File: src/rtl/instruction_fetch_queue_if.sv
// Fetch-queue bus: memory request/response, dispatch pop and redirect.
// The queue itself connects through the master modport. The memory/dispatch
// environment connects through the slave modport.
interface instruction_fetch_queue_if #(
  parameter int DATA_WIDTH = 32
);
  logic                  fetch_req;
  logic [DATA_WIDTH-1:0] fetch_addr;
  logic                  fetch_ack;
  logic [DATA_WIDTH-1:0] fetch_data;
  logic                  Read_enable;
  logic                  empty;
  logic [DATA_WIDTH-1:0] Instruction;
  logic [DATA_WIDTH-1:0] PC_out;
  logic                  jump_branch_valid;
  logic [DATA_WIDTH-1:0] jump_branch_address;

  modport master (
    output fetch_req, fetch_addr, empty, Instruction, PC_out,
    input  fetch_ack, fetch_data, Read_enable, jump_branch_valid, jump_branch_address
  );

  modport slave (
    input  fetch_req, fetch_addr, empty, Instruction, PC_out,
    output fetch_ack, fetch_data, Read_enable, jump_branch_valid, jump_branch_address
  );
endinterface

File: src/rtl/instruction_fetch_queue.sv
// Instruction fetch queue. It keeps at most one memory request in flight.
// Each response is buffered with its PC in a small circular queue.
// The queue head is presented show-ahead to dispatch.
// A jump/branch redirect flushes the queue and reloads the PC.
// A response that is still in flight when a redirect arrives is discarded.
module instruction_fetch_queue #(
  parameter int                    DATA_WIDTH = 32,
  parameter int                    DEPTH      = 4,
  parameter logic [DATA_WIDTH-1:0] RESET_PC   = '0
) (
  input logic                       clk,
  input logic                       reset,
  instruction_fetch_queue_if.master bus
);

  localparam int             PW      = $clog2(DEPTH);
  localparam int             CW      = PW + 1;
  localparam logic [CW-1:0]  DEPTH_C = CW'(DEPTH);

  typedef enum logic [1:0] {
    FETCH = 2'd0,
    WAIT  = 2'd1,
    DROP  = 2'd2
  } state_t;

  state_t                state_reg, state_next;
  logic [DATA_WIDTH-1:0] pc_reg;
  logic [DATA_WIDTH-1:0] req_pc_reg;
  logic [CW-1:0]         count_reg;
  logic [PW-1:0]         head_reg;
  logic [PW-1:0]         tail_reg;

  logic [DATA_WIDTH-1:0] instr_mem [DEPTH];
  logic [DATA_WIDTH-1:0] pc_mem    [DEPTH];

  logic issue;
  logic push;
  logic pop;
  logic redirect;
  logic empty_w;

  assign redirect = bus.jump_branch_valid;
  assign empty_w  = (count_reg == '0);
  // Dispatch pops are meaningless while a redirect flushes the queue.
  assign pop      = bus.Read_enable && !empty_w && !redirect;

  // Next-state logic and the issue/push strobes. A redirect always wins over fetch activity.
  always_comb begin
    state_next = state_reg;
    issue      = 1'b0;
    push       = 1'b0;
    case (state_reg)
      FETCH: begin
        // The room check happens here, so a later push never finds the queue full.
        if (!redirect && (count_reg < DEPTH_C)) begin
          issue      = 1'b1;
          state_next = WAIT;
        end
      end
      WAIT: begin
        if (redirect) begin
          state_next = bus.fetch_ack ? FETCH : DROP;
        end else if (bus.fetch_ack) begin
          push       = 1'b1;
          state_next = FETCH;
        end
      end
      DROP: begin
        if (bus.fetch_ack) begin
          state_next = FETCH;
        end
      end
      default: state_next = FETCH;
    endcase
  end

  assign bus.fetch_req   = issue && !reset;
  assign bus.fetch_addr  = pc_reg;
  assign bus.empty       = empty_w;
  assign bus.Instruction = empty_w ? '0 : instr_mem[head_reg];
  assign bus.PC_out      = empty_w ? '0 : pc_mem[head_reg];

  // Control state. This covers the FSM, the PC and the queue pointers and occupancy.
  always_ff @(posedge clk or posedge reset) begin
    if (reset) begin
      state_reg  <= FETCH;
      pc_reg     <= RESET_PC;
      req_pc_reg <= '0;
      count_reg  <= '0;
      head_reg   <= '0;
      tail_reg   <= '0;
    end else begin
      state_reg <= state_next;
      if (redirect) begin
        pc_reg <= bus.jump_branch_address & ~DATA_WIDTH'(3);
      end else if (issue) begin
        pc_reg <= pc_reg + DATA_WIDTH'(4);
      end
      if (issue) begin
        req_pc_reg <= pc_reg;
      end
      if (redirect) begin
        count_reg <= '0;
        head_reg  <= '0;
        tail_reg  <= '0;
      end else begin
        if (push) tail_reg <= tail_reg + PW'(1);
        if (pop)  head_reg <= head_reg + PW'(1);
        case ({push, pop})
          2'b10:   count_reg <= count_reg + CW'(1);
          2'b01:   count_reg <= count_reg - CW'(1);
          default: count_reg <= count_reg;
        endcase
      end
    end
  end

  // Queue storage is written at the tail on push. It needs no reset because empty masks the outputs.
  always_ff @(posedge clk) begin
    if (push) begin
      instr_mem[tail_reg] <= bus.fetch_data;
      pc_mem[tail_reg]    <= req_pc_reg;
    end
  end

endmodule

File: src/flat_wrapper.sv
// flat-port wrapper written by rule: the top's interface ports become plain ports
module instruction_fetch_queue_flat 
#(
  parameter int                    DATA_WIDTH = 32,
  parameter int                    DEPTH      = 4,
  parameter logic [DATA_WIDTH-1:0] RESET_PC   = '0
)
  (clk, reset, bus_fetch_req, bus_fetch_addr, bus_empty, bus_Instruction, bus_PC_out, bus_fetch_ack, bus_fetch_data, bus_Read_enable, bus_jump_branch_valid, bus_jump_branch_address);
  instruction_fetch_queue_if #(.DATA_WIDTH(DATA_WIDTH)) bus_i ();
  input logic clk;
  input logic reset;
  output wire logic [$bits(bus_i.fetch_req)-1:0] bus_fetch_req;
  output wire logic [$bits(bus_i.fetch_addr)-1:0] bus_fetch_addr;
  output wire logic [$bits(bus_i.empty)-1:0] bus_empty;
  output wire logic [$bits(bus_i.Instruction)-1:0] bus_Instruction;
  output wire logic [$bits(bus_i.PC_out)-1:0] bus_PC_out;
  input wire logic [$bits(bus_i.fetch_ack)-1:0] bus_fetch_ack;
  input wire logic [$bits(bus_i.fetch_data)-1:0] bus_fetch_data;
  input wire logic [$bits(bus_i.Read_enable)-1:0] bus_Read_enable;
  input wire logic [$bits(bus_i.jump_branch_valid)-1:0] bus_jump_branch_valid;
  input wire logic [$bits(bus_i.jump_branch_address)-1:0] bus_jump_branch_address;
  assign bus_fetch_req = bus_i.fetch_req;
  assign bus_fetch_addr = bus_i.fetch_addr;
  assign bus_empty = bus_i.empty;
  assign bus_Instruction = bus_i.Instruction;
  assign bus_PC_out = bus_i.PC_out;
  assign bus_i.fetch_ack = bus_fetch_ack;
  assign bus_i.fetch_data = bus_fetch_data;
  assign bus_i.Read_enable = bus_Read_enable;
  assign bus_i.jump_branch_valid = bus_jump_branch_valid;
  assign bus_i.jump_branch_address = bus_jump_branch_address;
  instruction_fetch_queue #(.DATA_WIDTH(DATA_WIDTH), .DEPTH(DEPTH), .RESET_PC(RESET_PC)) u_core (.clk(clk), .reset(reset), .bus(bus_i));
endmodule
File: config.mk
export PLATFORM = sky130hd
export DESIGN_NAME = instruction_fetch_queue_flat
export DESIGN_NICKNAME = d
export VERILOG_FILES = /design/src/rtl/instruction_fetch_queue_if.sv /design/src/rtl/instruction_fetch_queue.sv /design/src/flat_wrapper.sv
export SDC_FILE = /design/constraint.sdc
export NUM_CORES = 1
export LEC_CHECK = 0
export BUFFER_PORTS_ARGS = -buffer_cell sky130_fd_sc_hd__buf_4
export CAP_MARGIN = 20
export CORE_ASPECT_RATIO = 0.8
export CORE_MARGIN = 3
export CORE_UTILIZATION = 39
export CTS_CLUSTER_DIAMETER = 80
export DETAILED_ROUTE_END_ITERATION = 7
export SYNTH_ARGS = -nofsm -noshare
export SYNTH_HDL_FRONTEND = slang
export SYNTH_SLANG_ARGS = --single-unit
File: constraint.sdc
create_clock -name clk -period 4.5 [get_ports clk]
set_input_delay 0.45 -clock clk [delete_from_list [all_inputs] [get_ports clk]]
set_output_delay 0.45 -clock clk [all_outputs]
set_load 0.02 [all_outputs]
# --- Word-level counts from Yosys, hierarchy flattened ---
# Memory sizes are Yosys's and may differ from the RTL's.
# Cells that the tools add are included.
totals:
  register_bits: 73
  ramBits: 256
  n_memories: 2
classes:
  add_sub_neg: 5
  muxes: 22
  n_lt_le_gt_ge: 1
  n_reduce_logical: 13
  eq_ne: 5
mem_list:
  columns: ["memory", "depth", "width", "read_ports", "rd_ports_with_merged_regs", "write_ports", "line", "rtl"]
  rows:
  - ["u_core.instr_mem", 4, 32, 1, 0, 1, "instruction_fetch_queue.sv:33", "logic [DATA_WIDTH-1:0] instr_mem [DEPTH];"]
  - ["u_core.pc_mem", 4, 32, 1, 0, 1, "instruction_fetch_queue.sv:34", "logic [DATA_WIDTH-1:0] pc_mem [DEPTH];"]
op_table:
  columns: ["cell", "count"]
  rows:
  - ["$mux W32", 4]
  - ["$add A32 B3 Y32 const B", 1]
  - ["$mux W2", 8]
  - ["$mux W1", 7]
  - ["$pmux W2 S3", 1]
  - ["$pmux W3 S2", 1]
  - ["$reduce_bool A2 Y1", 3]
  - ["$add A2 B1 Y2 const B", 2]
  - ["$eq A2 B1 Y1 const B", 2]
  - ["$eq A2 B2 Y1 const B", 2]
  - ["$logic_and A1 B1 Y1", 4]
  - ["$add A3 B1 Y3 const B", 1]
  - ["$logic_not A1 Y1", 3]
  - ["$logic_not A3 Y1", 1]
  - ["$lt A3 B3 Y1 const B", 1]
  - ["$mux W3", 1]
  - ["$reduce_bool A3 Y1", 1]
  - ["$sub A3 B1 Y3 const B", 1]
  - ["$logic_not A2 Y1", 1]
  - ["$ne A2 B1 Y1 const B", 1]

# --- Longest topological paths before layout ---
# Gate-level depths: netlist of the first run.
depth:
  ltp_word: 7
  depth_mapped: 8
  ltp_nobuf: 7

# --- Worst setup path after synthesis of the first run ---
# Ideal clock, no wire load.
synth_path:
  kind: "input to register"
  start: "input bus_jump_branch_valid"
  end: "memory u_core.instr_mem[0][0] (enable)"
  arrival_ns: 2.559
  slack_ns: 1.515
  t_required_ns: 4.074
  setup_time_ns: 0.426
  path_stages: 4
  path_cell_list: "clkbuf_1 clkbuf_1 nor3_1 and2_1"
synth_between:
  elab_chain_cells: 4
synth_lines:
  columns: ["element", "line", "rtl"]
  rows:
  - ["start: declaration", "flat_wrapper.sv:20", "input wire logic [$bits(bus_i.jump_branch_valid)-1:0] bus_jump_branch_valid;"]
  - ["$mux W1", "instruction_fetch_queue.sv:61", "if (redirect) begin"]
  - ["$mux W1", "instruction_fetch_queue.sv:52", "case (state_reg)"]
  - ["$mux W1", "instruction_fetch_queue.sv:120", "if (push) begin"]
  - ["$mux W1 (not written as such)", "instruction_fetch_queue.sv:121", "instr_mem[tail_reg] <= bus.fetch_data;"]
  - ["end: declaration", "instruction_fetch_queue.sv:33", null]
# No other way between the ends.

# --- Final worst setup path of the first run ---
layout_path:
  start: "register u_core.head_reg[0]"
  end: "output bus_Instruction[17]"
layout_between:
  elab_chain_cells: 2
layout_lines:
  columns: ["element", "line", "rtl"]
  rows:
  - ["start: declaration", "instruction_fetch_queue.sv:30", "logic [PW-1:0] head_reg;"]
  - ["start signal: assignment", "instruction_fetch_queue.sv:108", "if (pop) head_reg <= head_reg + PW'(1);"]
  - ["$mem_v2 Z4 W32", null, null]
  - ["$mux W32", "instruction_fetch_queue.sv:80", "assign bus.Instruction = empty_w ? '0 : instr_mem[head_reg];"]
  - ["end: declaration", "flat_wrapper.sv:15", "output wire logic [$bits(bus_i.Instruction)-1:0] bus_Instruction;"]
# No other way between the ends.

==> results of run 1 <==
worst reg2reg max path, delay by kind of cell (launching register included):
kind	cells	cell delay [ps]
DFF	1	490
AOI/OAI and AO/OA	2	470
and+or+nand+nor	2	1520
worst paths after layout:
kind / startpoint / endpoint / cells after the start
max: u_core.head_reg[0] / bus_Instruction[17] / 4
min in group clk: bus_fetch_ack / u_core.state_reg[1] / 2
max reg2reg: u_core.count_reg[2] / u_core.bus.fetch_addr[6] / 4
min reg2reg: u_core.req_pc_reg[22] / u_core.pc_mem[3][22] / 0
max in group asynchronous: reset / u_core.req_pc_reg[5] / 3
min: reset / u_core.req_pc_reg[19] / 2
power breakdown:
part | switching (mW) | internal, mW
Combinational | 1.42 | 1.03
Clock | 1.10 | 1.87
Sequential | 0.400 | 3.56
Total | 2.92 | 6.45
layer usage:
layer	vias up	global-route usage [%]	share of wire (%)	wire length, µm
met1	3789	23.6	46	13400
met5	-	0	0	0
met2	200	25.4	46	13300
met4	0	3.38	2.0	590
li1	3338	-	-	-
met3	36	3.82	6.0	1760
final cells by class:
type,count,area share (%)
Timing Repair Buffer,166,8.03
Multi-Input combinational cell,425,22.3
Tap cell,420,3.35
Inverter,9,0.215
Clock inverter,21,2.32
Sequential cell,317,58.6
Clock buffer,36,5.20
per-stage QoR:
stage | util, % | setup slack [ps] | instances
after floorplan | - | 1520 | 801
after global placement | 45.3 | 1720 | 1337
after detailed placement | 45.3 | 1710 | 1337
after CTS | 49.0 | 1120 | 1394
after global routing | 49.0 | 1030 | 1394
final | 49.0 | 1240 | 1394
synthesized netlist by cell type (6+ instances only):
| cell | n |
|---|---|
| and3_1 | 6 |
| buf_2 | 16 |
| buf_4 | 6 |
| clkbuf_1 | 24 |
| dfrtp_1 | 69 |
| edfxtp_1 | 248 |
| inv_1 | 9 |
| mux4_2 | 62 |
| nand2_1 | 120 |
| nand3_1 | 16 |
| nand3b_1 | 7 |
| nand4_1 | 12 |
| nor2_1 | 19 |
| nor2b_1 | 68 |
| nor3_1 | 9 |
| o211ai_1 | 6 |
| o21ai_0 | 24 |
| or3_1 | 6 |
cell families after synthesis:
kind of cell               after synthesis
AOI/OAI and AO/OA                       56
xor gates and xnor gates                 4
adders and majority gates                6
DFF                                    317
buffers and inverters                   59
other                                    1
muxes                                   65
and+or+nand+nor                        290
==> impl_metrics.env, run 1 <==
export IMPL_setup_violations=0
export IMPL_seq_area_frac_synth_pct=71.1
export IMPL_fillerInstances=2673
export IMPL_maxCapViolCount=0
export IMPL_gr_total_overflow=0
export IMPL_multi_input_area_um2=3500
export IMPL_yosys_area_share_simple_pct=11.9
export IMPL_wl_per_cell_um=20.9
export IMPL_ys_seq_elements=317
export IMPL_cpMaxStageDelayCell="dfrtp_4"
export IMPL_synth_area_leaders="edfxtp_1 (58%), dfrtp_1 (13%), mux4_2 (11%)"
export IMPL_post_cts_buffers=0
export IMPL_holdWs_ps=58.7
export IMPL_crit_type="flip-flop to output pin"
export IMPL_syn_inst=798
export IMPL_cts_htree_levels=1
export IMPL_syn_to_final_growth_pct=21.5
export IMPL_largest_reg_flops=128
export IMPL_synth_edff_count=248
export IMPL_ir_drop_v=0.000345
export IMPL_clkTransAtPathRegs_ps=60
export IMPL_dieArea_um2=35300
export IMPL_grt_pass1_wl_um=45300
export IMPL_cts_resized=0
export IMPL_n_antenna_cell=0
export IMPL_cp_buffers_inverters=2
export IMPL_post_dp_cell_area_um2=14500
export IMPL_gp_routability_congestion=0.802
export IMPL_antenna_found_initial=0
export IMPL_antenna_left=0
export IMPL_io_buffers=160
export IMPL_dr_pass1_iters=5
export IMPL_async_reset_ff_share_pct=21.8
export IMPL_synth_top_family_by_area="simple AND/OR/NAND/NOR gates"
export IMPL_synth_compound_area_share_pct=2.99
export IMPL_die_h_um=169
export IMPL_worstSkewPairLatency_ps=560
export IMPL_critPathMaxFanout=37
export IMPL_cp_top_family="flip-flops"
export IMPL_drt_wl_total_um=29100
export IMPL_slew_violations=0
export IMPL_cts_sinks=317
export IMPL_ys_types=53
export IMPL_top_register="u_core.instr_mem"
export IMPL_vias=7363
export IMPL_fmax_mhz=306
export IMPL_post_drt_via_cell_ratio=5.28
export IMPL_final_cell_mix="edfxtp_1 (248), buf_4 (165), nand2_1 (120)"
export IMPL_nNetsFinal=1025
export IMPL_fin_crit_sh_pct=72.5
export IMPL_end_kind="output pin"
export IMPL_clockRootBuffer="clkbuf_16"
export IMPL_hp_class="input pin to async pin"
export IMPL_synth_top_flop_cell="edfxtp_1"
export IMPL_total_power_mw=9.37
export IMPL_fin_crit_ps=3260
export IMPL_finClkSkew_ps=14.1
export IMPL_max_slew_margin_pct=29.3
export IMPL_pin_count=167
export IMPL_worstPathArrival_ps=2810
export IMPL_biggestRegsByFlops="u_core.instr_mem (128), u_core.pc_mem (120)"
export IMPL_crit_chain="buf_12 > mux4_2 > nor2b_1 > buf_4"
export IMPL_start_util_pct=40.3
export IMPL_die_width_um=209
export IMPL_numCtsBuffers=31
export IMPL_regArea_um2=9180
export IMPL_grt_use_total_pct=16.3
export IMPL_synth_area_um2=12900
export IMPL_power_density_nw_per_um2=598
export IMPL_dpl_hpwl_um=16800
export IMPL_final_common_cell="edfxtp_1"
export IMPL_synthMuxAreaShare_pct=11.1
export IMPL_clk_path_buf_depth=3
export IMPL_hold_viol=0
export IMPL_synth_area_per_cell_um2=16.2
export IMPL_rsz0062_at_grt="no"
export IMPL_required_ps=4050
export IMPL_synth_warnings=0
export IMPL_crit_path_start_kind="flip-flop"
export IMPL_p_leak_nw=5.70
export IMPL_postCtsHoldBufs=0
export IMPL_synth_top_area_cell="edfxtp_1"
export IMPL_critPathMaxStageDelay_ps=1000
export IMPL_synth_top_area_share_pct=57.7
export IMPL_grt_max_degree=65
export IMPL_rows=58
export IMPL_layout_drive_gt1_share_pct=30.8
export IMPL_reg2reg_slack_ps=1910
export IMPL_synthAdderAreaFrac_pct=0.640
export IMPL_drc=0
export IMPL_worstMarginPinSlew_ps=1060
export IMPL_cts_tree="yes"
export IMPL_synth_xor_area_share_pct=0.272
export IMPL_coreArea_um2=32000
export IMPL_first_global_vias=7576
export IMPL_final_area_um2=15700
export IMPL_drt_iter0_drc=517
export IMPL_finalSetupTns_ps=0
export IMPL_status="completed"
No activity file was read; power rests on OpenSTA's default activity.
==> run 2, diff against run 1 <==
==> constraint.sdc (replaced) <==
create_clock -name clk -period 3.2 [get_ports clk]
set_input_delay 0.32 -clock clk [delete_from_list [all_inputs] [get_ports clk]]
set_output_delay 0.32 -clock clk [all_outputs]
set_load 0.02 [all_outputs]
==> run 2 against run 1 <==
Against the previous run:
- clock power is 31% higher
- die area did not move
- sequential power is 39% higher
- largest cell class unchanged
- sequential share of layout area is 0.77 points lower
- clock skew increased by 1.2 ps
- largest power group unchanged
- combinational power up 44%
- power is 38% higher
- count of clock-buffer cells in the layout grew 17
==> impl_metrics.env, run 2 (synthesis gave the netlist of run 1 again) <==
export IMPL_rsz0062_at_grt="no"
export IMPL_grt_pass1_wl_um=45300
export IMPL_total_power_mw=12.9
export IMPL_die_h_um=169
export IMPL_placed_cells_incl_taps=1356
export IMPL_crit_chain="mux4_2 > nor2b_1 > buf_4"
export IMPL_cpMaxStageDelayCell="dfrtp_4"
export IMPL_fillerInstances=2705
export IMPL_clk_path_buf_depth=3
export IMPL_fin_crit_ps=2780
export IMPL_layout_drive_gt1_share_pct=31.4
export IMPL_fin_crit_sh_pct=86.9
export IMPL_post_cts_buffers=0
export IMPL_p_leak_nw=5.81
export IMPL_final_common_cell="edfxtp_1"
export IMPL_n_antenna_cell=0
export IMPL_status="completed"
export IMPL_power_density_nw_per_um2=815
export IMPL_setup_violations=0
export IMPL_numCtsBuffers=34
export IMPL_finalSetupTns_ps=0
export IMPL_gr_total_overflow=0
export IMPL_start_util_pct=40.3
export IMPL_critPathMaxStageDelay_ps=1090
export IMPL_cts_tree="yes"
export IMPL_grt_use_total_pct=16.5
export IMPL_dieArea_um2=35300
export IMPL_grt_max_degree=65
export IMPL_dr_pass1_iters=5
export IMPL_nNetsFinal=1054
export IMPL_biggestRegsByFlops="u_core.instr_mem (128), u_core.pc_mem (120)"
export IMPL_final_core_util_pct=49.6
export IMPL_critPathMaxFanout=64
export IMPL_finClkSkew_ps=15.2
export IMPL_slew_violations=0
export IMPL_gp_routability_congestion=0.807
export IMPL_largest_reg_flops=128
export IMPL_drt_iter0_drc=556
export IMPL_antenna_left=0
export IMPL_wl_per_cell_um=20.5
export IMPL_top_register="u_core.instr_mem"
export IMPL_drc=0
export IMPL_worstSkewPairLatency_ps=510
export IMPL_die_width_um=209
export IMPL_ir_drop_v=0.000608
export IMPL_crit_type="flip-flop to output pin"
export IMPL_holdPathStages=1
export IMPL_cp_buffers_inverters=1
export IMPL_drt_wl_total_um=29300
export IMPL_rows=58
export IMPL_max_slew_margin_pct=33.4
export IMPL_hold_viol=0
export IMPL_instances_no_fill=1425
export IMPL_post_dp_cell_area_um2=14700
export IMPL_coreArea_um2=32000
export IMPL_end_kind="output pin"
export IMPL_cts_sinks=317
export IMPL_worstPathArrival_ps=2460
export IMPL_crit_path_start_kind="flip-flop"
export IMPL_final_cell_mix="edfxtp_1 (248), buf_4 (180), nand2_1 (120)"
export IMPL_clockRootBuffer="clkbuf_16"
export IMPL_vias=7430
export IMPL_antenna_found_initial=2
export IMPL_maxCapViolCount=0
export IMPL_post_drt_via_cell_ratio=5.21
export IMPL_holdWs_ps=22.5
export IMPL_first_global_vias=7607
export IMPL_worst_slack_ps=420
export IMPL_fmax_mhz=360
export IMPL_required_ps=2880
export IMPL_pre_cts_ws_ps=943
export IMPL_worstMarginPinSlew_ps=998
export IMPL_pin_count=167
export IMPL_cp_top_family="flip-flops"
export IMPL_rr_worst_depth=6
export IMPL_cts_htree_levels=2
export IMPL_final_area_um2=15900
export IMPL_path_depth=3
export IMPL_dpl_hpwl_um=18500
export IMPL_syn_to_final_growth_pct=23.1
export IMPL_clkTransAtPathRegs_ps=60
export IMPL_hp_class="input pin to flip-flop"
export IMPL_io_buffers=160
-- run 2: changes by cell type in the layout (fill, tap and decap cells not counted), sizes merged --
cell,change
bufinv,-9
clkbuf,+17
clkinvlp,-1
dlygate4sd3,+7
buf,+19
clkinv,-2
-- run 2: report_power, final --
part           total, mW  internal, mW  switching, mW
Sequential          5.52          5.01          0.507
Clock               3.90          2.34           1.56
Combinational       3.52          1.48           2.04
Total               12.9          8.83           4.11
-- run 2: per-layer routing --
metal	GRT usage [%]	share of wire (%)
met4	3.20	1.4
met5	0	0.12
met2	26.1	46
met1	23.6	45
met3	4.04	6.9
-- run 2: path summary, 6_finish.rpt --
check	end	slack, ps	from
min in group asynchronous	u_core.count_reg[2]	430	reset
max in group asynchronous	u_core.head_reg[0]	2120	reset
setup / recovery	bus_PC_out[13]	420	u_core.head_reg[1]
hold / removal	u_core.instr_mem[2][31]	20	bus_fetch_data[31]
setup reg to reg	u_core.bus.fetch_addr[26]	890	u_core.bus.fetch_addr[2]
hold reg to reg	u_core.pc_mem[0][6]	510	u_core.req_pc_reg[6]
-- run 2: cell type report --
class | count | area, µm² | share of cell area [%]
clock inverters | 9 | 76.3 | 0.480
multi-input cells | 425 | 3500 | 22.0
well taps | 420 | 526 | 3.31
repair buffers | 192 | 1520 | 9.58
flip-flops and latches | 317 | 9180 | 57.8
clock buffers | 53 | 1050 | 6.59
inverters | 9 | 33.8 | 0.213
-- run 2: timing repair --
| item | 4_1_cts | 5_1_grt |
|---|---|---|
| hold buffers | 7 | 0 |
| resized for setup | 0 | 0 |
| hold endpoints to repair | 38 | 0 |
| setup endpoints to repair | 0 | 0 |
==> run 3, diff against run 2 <==
--- a/config.mk
+++ b/config.mk
@@ -7,11 +7,14 @@
 export LEC_CHECK = 0
 export BUFFER_PORTS_ARGS = -buffer_cell sky130_fd_sc_hd__buf_4
 export CAP_MARGIN = 20
+export CELL_PAD_IN_SITES_DETAIL_PLACEMENT = 1
+export CELL_PAD_IN_SITES_GLOBAL_PLACEMENT = 1
 export CORE_ASPECT_RATIO = 0.8
 export CORE_MARGIN = 3
 export CORE_UTILIZATION = 39
 export CTS_CLUSTER_DIAMETER = 80
 export DETAILED_ROUTE_END_ITERATION = 7
+export PLACE_DENSITY_LB_ADDON = 0.1
 export SYNTH_ARGS = -nofsm -noshare
 export SYNTH_HDL_FRONTEND = slang
 export SYNTH_SLANG_ARGS = --single-unit
==> run 3 against run 2 <==
Against the previous run:
- non-clock buffer count rose by 6
- sequential power barely moved
- combinational power rose by 2%
- critical endpoint is now bus_fetch_req
- largest cell class unchanged
==> impl_metrics.env, run 3 (synthesis gave the netlist of run 1 again) <==
export IMPL_first_global_vias=8313
export IMPL_hold_start="bus_fetch_data[5]"
export IMPL_post_drt_via_cell_ratio=5.21
export IMPL_drt_iter0_drc=537
export IMPL_instances_no_fill=1432
export IMPL_worstHoldEndpoint="u_core.instr_mem[0][5]"
export IMPL_clkTransAtPathRegs_ps=60
export IMPL_power_density_nw_per_um2=825
export IMPL_numCtsBuffers=35
export IMPL_antenna_found_initial=0
export IMPL_fmax_mhz=351
export IMPL_cpMaxStageDelayCell="or4_2"
export IMPL_cp_buffers_inverters=2
export IMPL_dr_pass1_iters=5
export IMPL_syn_to_final_growth_pct=24.6
export IMPL_final_cell_mix="edfxtp_1 (248), buf_4 (167), nand2_1 (120)"
export IMPL_vias=7458
export IMPL_dpl_hpwl_um=19500
export IMPL_worst_slack_ps=355
export IMPL_rsz0062_at_grt="no"
export IMPL_placed_cells_incl_taps=1345
export IMPL_reg2reg_slack_ps=860
export IMPL_cts_tree="yes"
export IMPL_wl_per_cell_um=21.6
export IMPL_crit_type="flip-flop to output pin"
export IMPL_final_core_util_pct=50.2
export IMPL_holdPathStages=1
export IMPL_cpMostUsedCell="buf_4"
export IMPL_nNetsFinal=1061
export IMPL_drc=0
export IMPL_antenna_left=0
export IMPL_required_ps=2880
export IMPL_critPathMaxFanout=19
export IMPL_fin_crit_sh_pct=88.9
export IMPL_biggestRegsByFlops="u_core.instr_mem (128), u_core.pc_mem (120)"
export IMPL_coreArea_um2=32000
export IMPL_post_cts_buffers=0
export IMPL_cts_htree_levels=2
export IMPL_p_leak_nw=5.87
export IMPL_worstSkewPairLatency_ps=510
export IMPL_hold_viol=0
export IMPL_status="completed"
export IMPL_reg2reg_to="u_core.bus.fetch_addr[6]"
export IMPL_clockRootBuffer="clkbuf_16"
export IMPL_maxCapViolCount=0
export IMPL_start_util_pct=40.3
export IMPL_drt_wl_total_um=30900
export IMPL_die_h_um=169
export IMPL_topRoutingLayerUsed="met4"
export IMPL_fillerInstances=3082
export IMPL_rows=58
export IMPL_gp_routability_congestion=0.804
export IMPL_n_antenna_cell=0
export IMPL_io_buffers=160
export IMPL_wl_met2_um=15300
export IMPL_grt_use_total_pct=17.5
export IMPL_finalSetupTns_ps=0
export IMPL_dieArea_um2=35300
export IMPL_final_common_cell="edfxtp_1"
export IMPL_grt_pass1_wl_um=48300
export IMPL_cp_top_family="simple AND/OR/NAND/NOR gates"
export IMPL_cts_resized=0
export IMPL_crit_chain="or4_2 > buf_4 > nor2_1 > buf_4"
export IMPL_gr_total_overflow=0
export IMPL_largest_reg_flops=128
export IMPL_pre_cts_ws_ps=827
export IMPL_m1WireLength_um=13700
export IMPL_crit_path_start_kind="flip-flop"
export IMPL_rr_worst_depth=4
export IMPL_die_width_um=209
export IMPL_route_met3_wl_um=1350
export IMPL_grt_max_degree=70
export IMPL_worstPathArrival_ps=2530
export IMPL_finClkSkew_ps=9.63
export IMPL_worstMarginPinSlew_ps=1070
export IMPL_ir_drop_v=0.000417
export IMPL_worstReg2RegStart="u_core.count_reg[2]"
export IMPL_critPathMaxStageDelay_ps=960
export IMPL_slew_violations=0
export IMPL_top_register="u_core.instr_mem"
export IMPL_hp_class="input pin to flip-flop"
export IMPL_pin_count=167
export IMPL_clk_path_buf_depth=3
export IMPL_cts_sinks=317
export IMPL_end_kind="output pin"
export IMPL_layout_drive_gt1_share_pct=30.5
export IMPL_setup_violations=0
export IMPL_total_power_mw=13.3
export IMPL_max_slew_margin_pct=28.8
export IMPL_fin_crit_ps=2850
## run 3: cell count changes in the layout (fill, tap and decap cells not counted)
| cell | previous run | this run |
|---|---|---|
| clkinv_8 | 0 | 1 |
| clkbuf_1 | 11 | 5 |
| clkinvlp_4 | 1 | 2 |
| dlygate4sd3_1 | 7 | 24 |
| buf_12 | 5 | 7 |
| bufinv_16 | 1 | 6 |
| buf_4 | 180 | 167 |
| clkinv_2 | 2 | 4 |
| clkinv_1 | 3 | 6 |
| clkbuf_8 | 4 | 1 |
| clkbuf_16 | 38 | 36 |
## run 3: worst register-to-register path, stage by stage (launching register included)
cell and delay [ps]:
dfrtp_1 490, or4_2 970, nand2b_2 270, o21ai_0 140, a221o_2 350
## run 3: how the worst max path moves through the flow
stage | cells past startpoint | end | slack, ps | from
final | 4 | bus_fetch_req | 350 | u_core.count_reg[2]
after detailed placement | 3 | bus_PC_out[31] | 830 | u_core.head_reg[1]
after CTS | 3 | bus_PC_out[31] | 260 | u_core.head_reg[1]
after global placement | 3 | bus_PC_out[31] | 860 | u_core.head_reg[1]
after global routing | 4 | bus_fetch_req | 220 | u_core.count_reg[2]
after floorplan | 4 | u_core.instr_mem[1][0] | 340 | bus_jump_branch_valid
## run 3: timing repair
item / 4_1_cts / 5_1_grt
hold buffers: 24 / 0
endpoints found under the setup margin: 0 / 0
endpoints found under the hold margin: 147 / 0
## run 3: final cells by class
cell class	instances	area (µm²)	share of cell area (%)
repair buffers	198	1630	10.2
flip-flops and latches	317	9180	57.1
well taps	420	526	3.27
clock buffers	42	933	5.80
multi-input cells	425	3500	21.8
clock inverters	21	272	1.69
inverters	9	33.8	0.210
## run 3: per-stage QoR
stage          hold WS [ps]  cell area (µm²)
4_1_cts               0.267            16100
2_1_floorplan           386            12900
3_3_place_gp            447            14600
5_1_grt                3.13            16100
3_5_place_dp            454            14600
6_report               19.0            16100
## run 3: layer usage
metal	up-vias	global-route usage, %
li1	3404	-
met1	3847	23.7
met2	175	29.6
met3	32	3.13
met4	0	4.39
met5	-	0
## run 3: power breakdown
| part | switching (mW) | total [mW] | internal, mW | leakage [nW] |
|---|---|---|---|---|
| logic | 2.09 | 3.58 | 1.49 | 2.18 |
| clock network | 1.58 | 4.15 | 2.57 | 0.582 |
| registers | 0.531 | 5.54 | 5.01 | 3.11 |
| total | 4.19 | 13.3 | 9.08 | 5.87 |
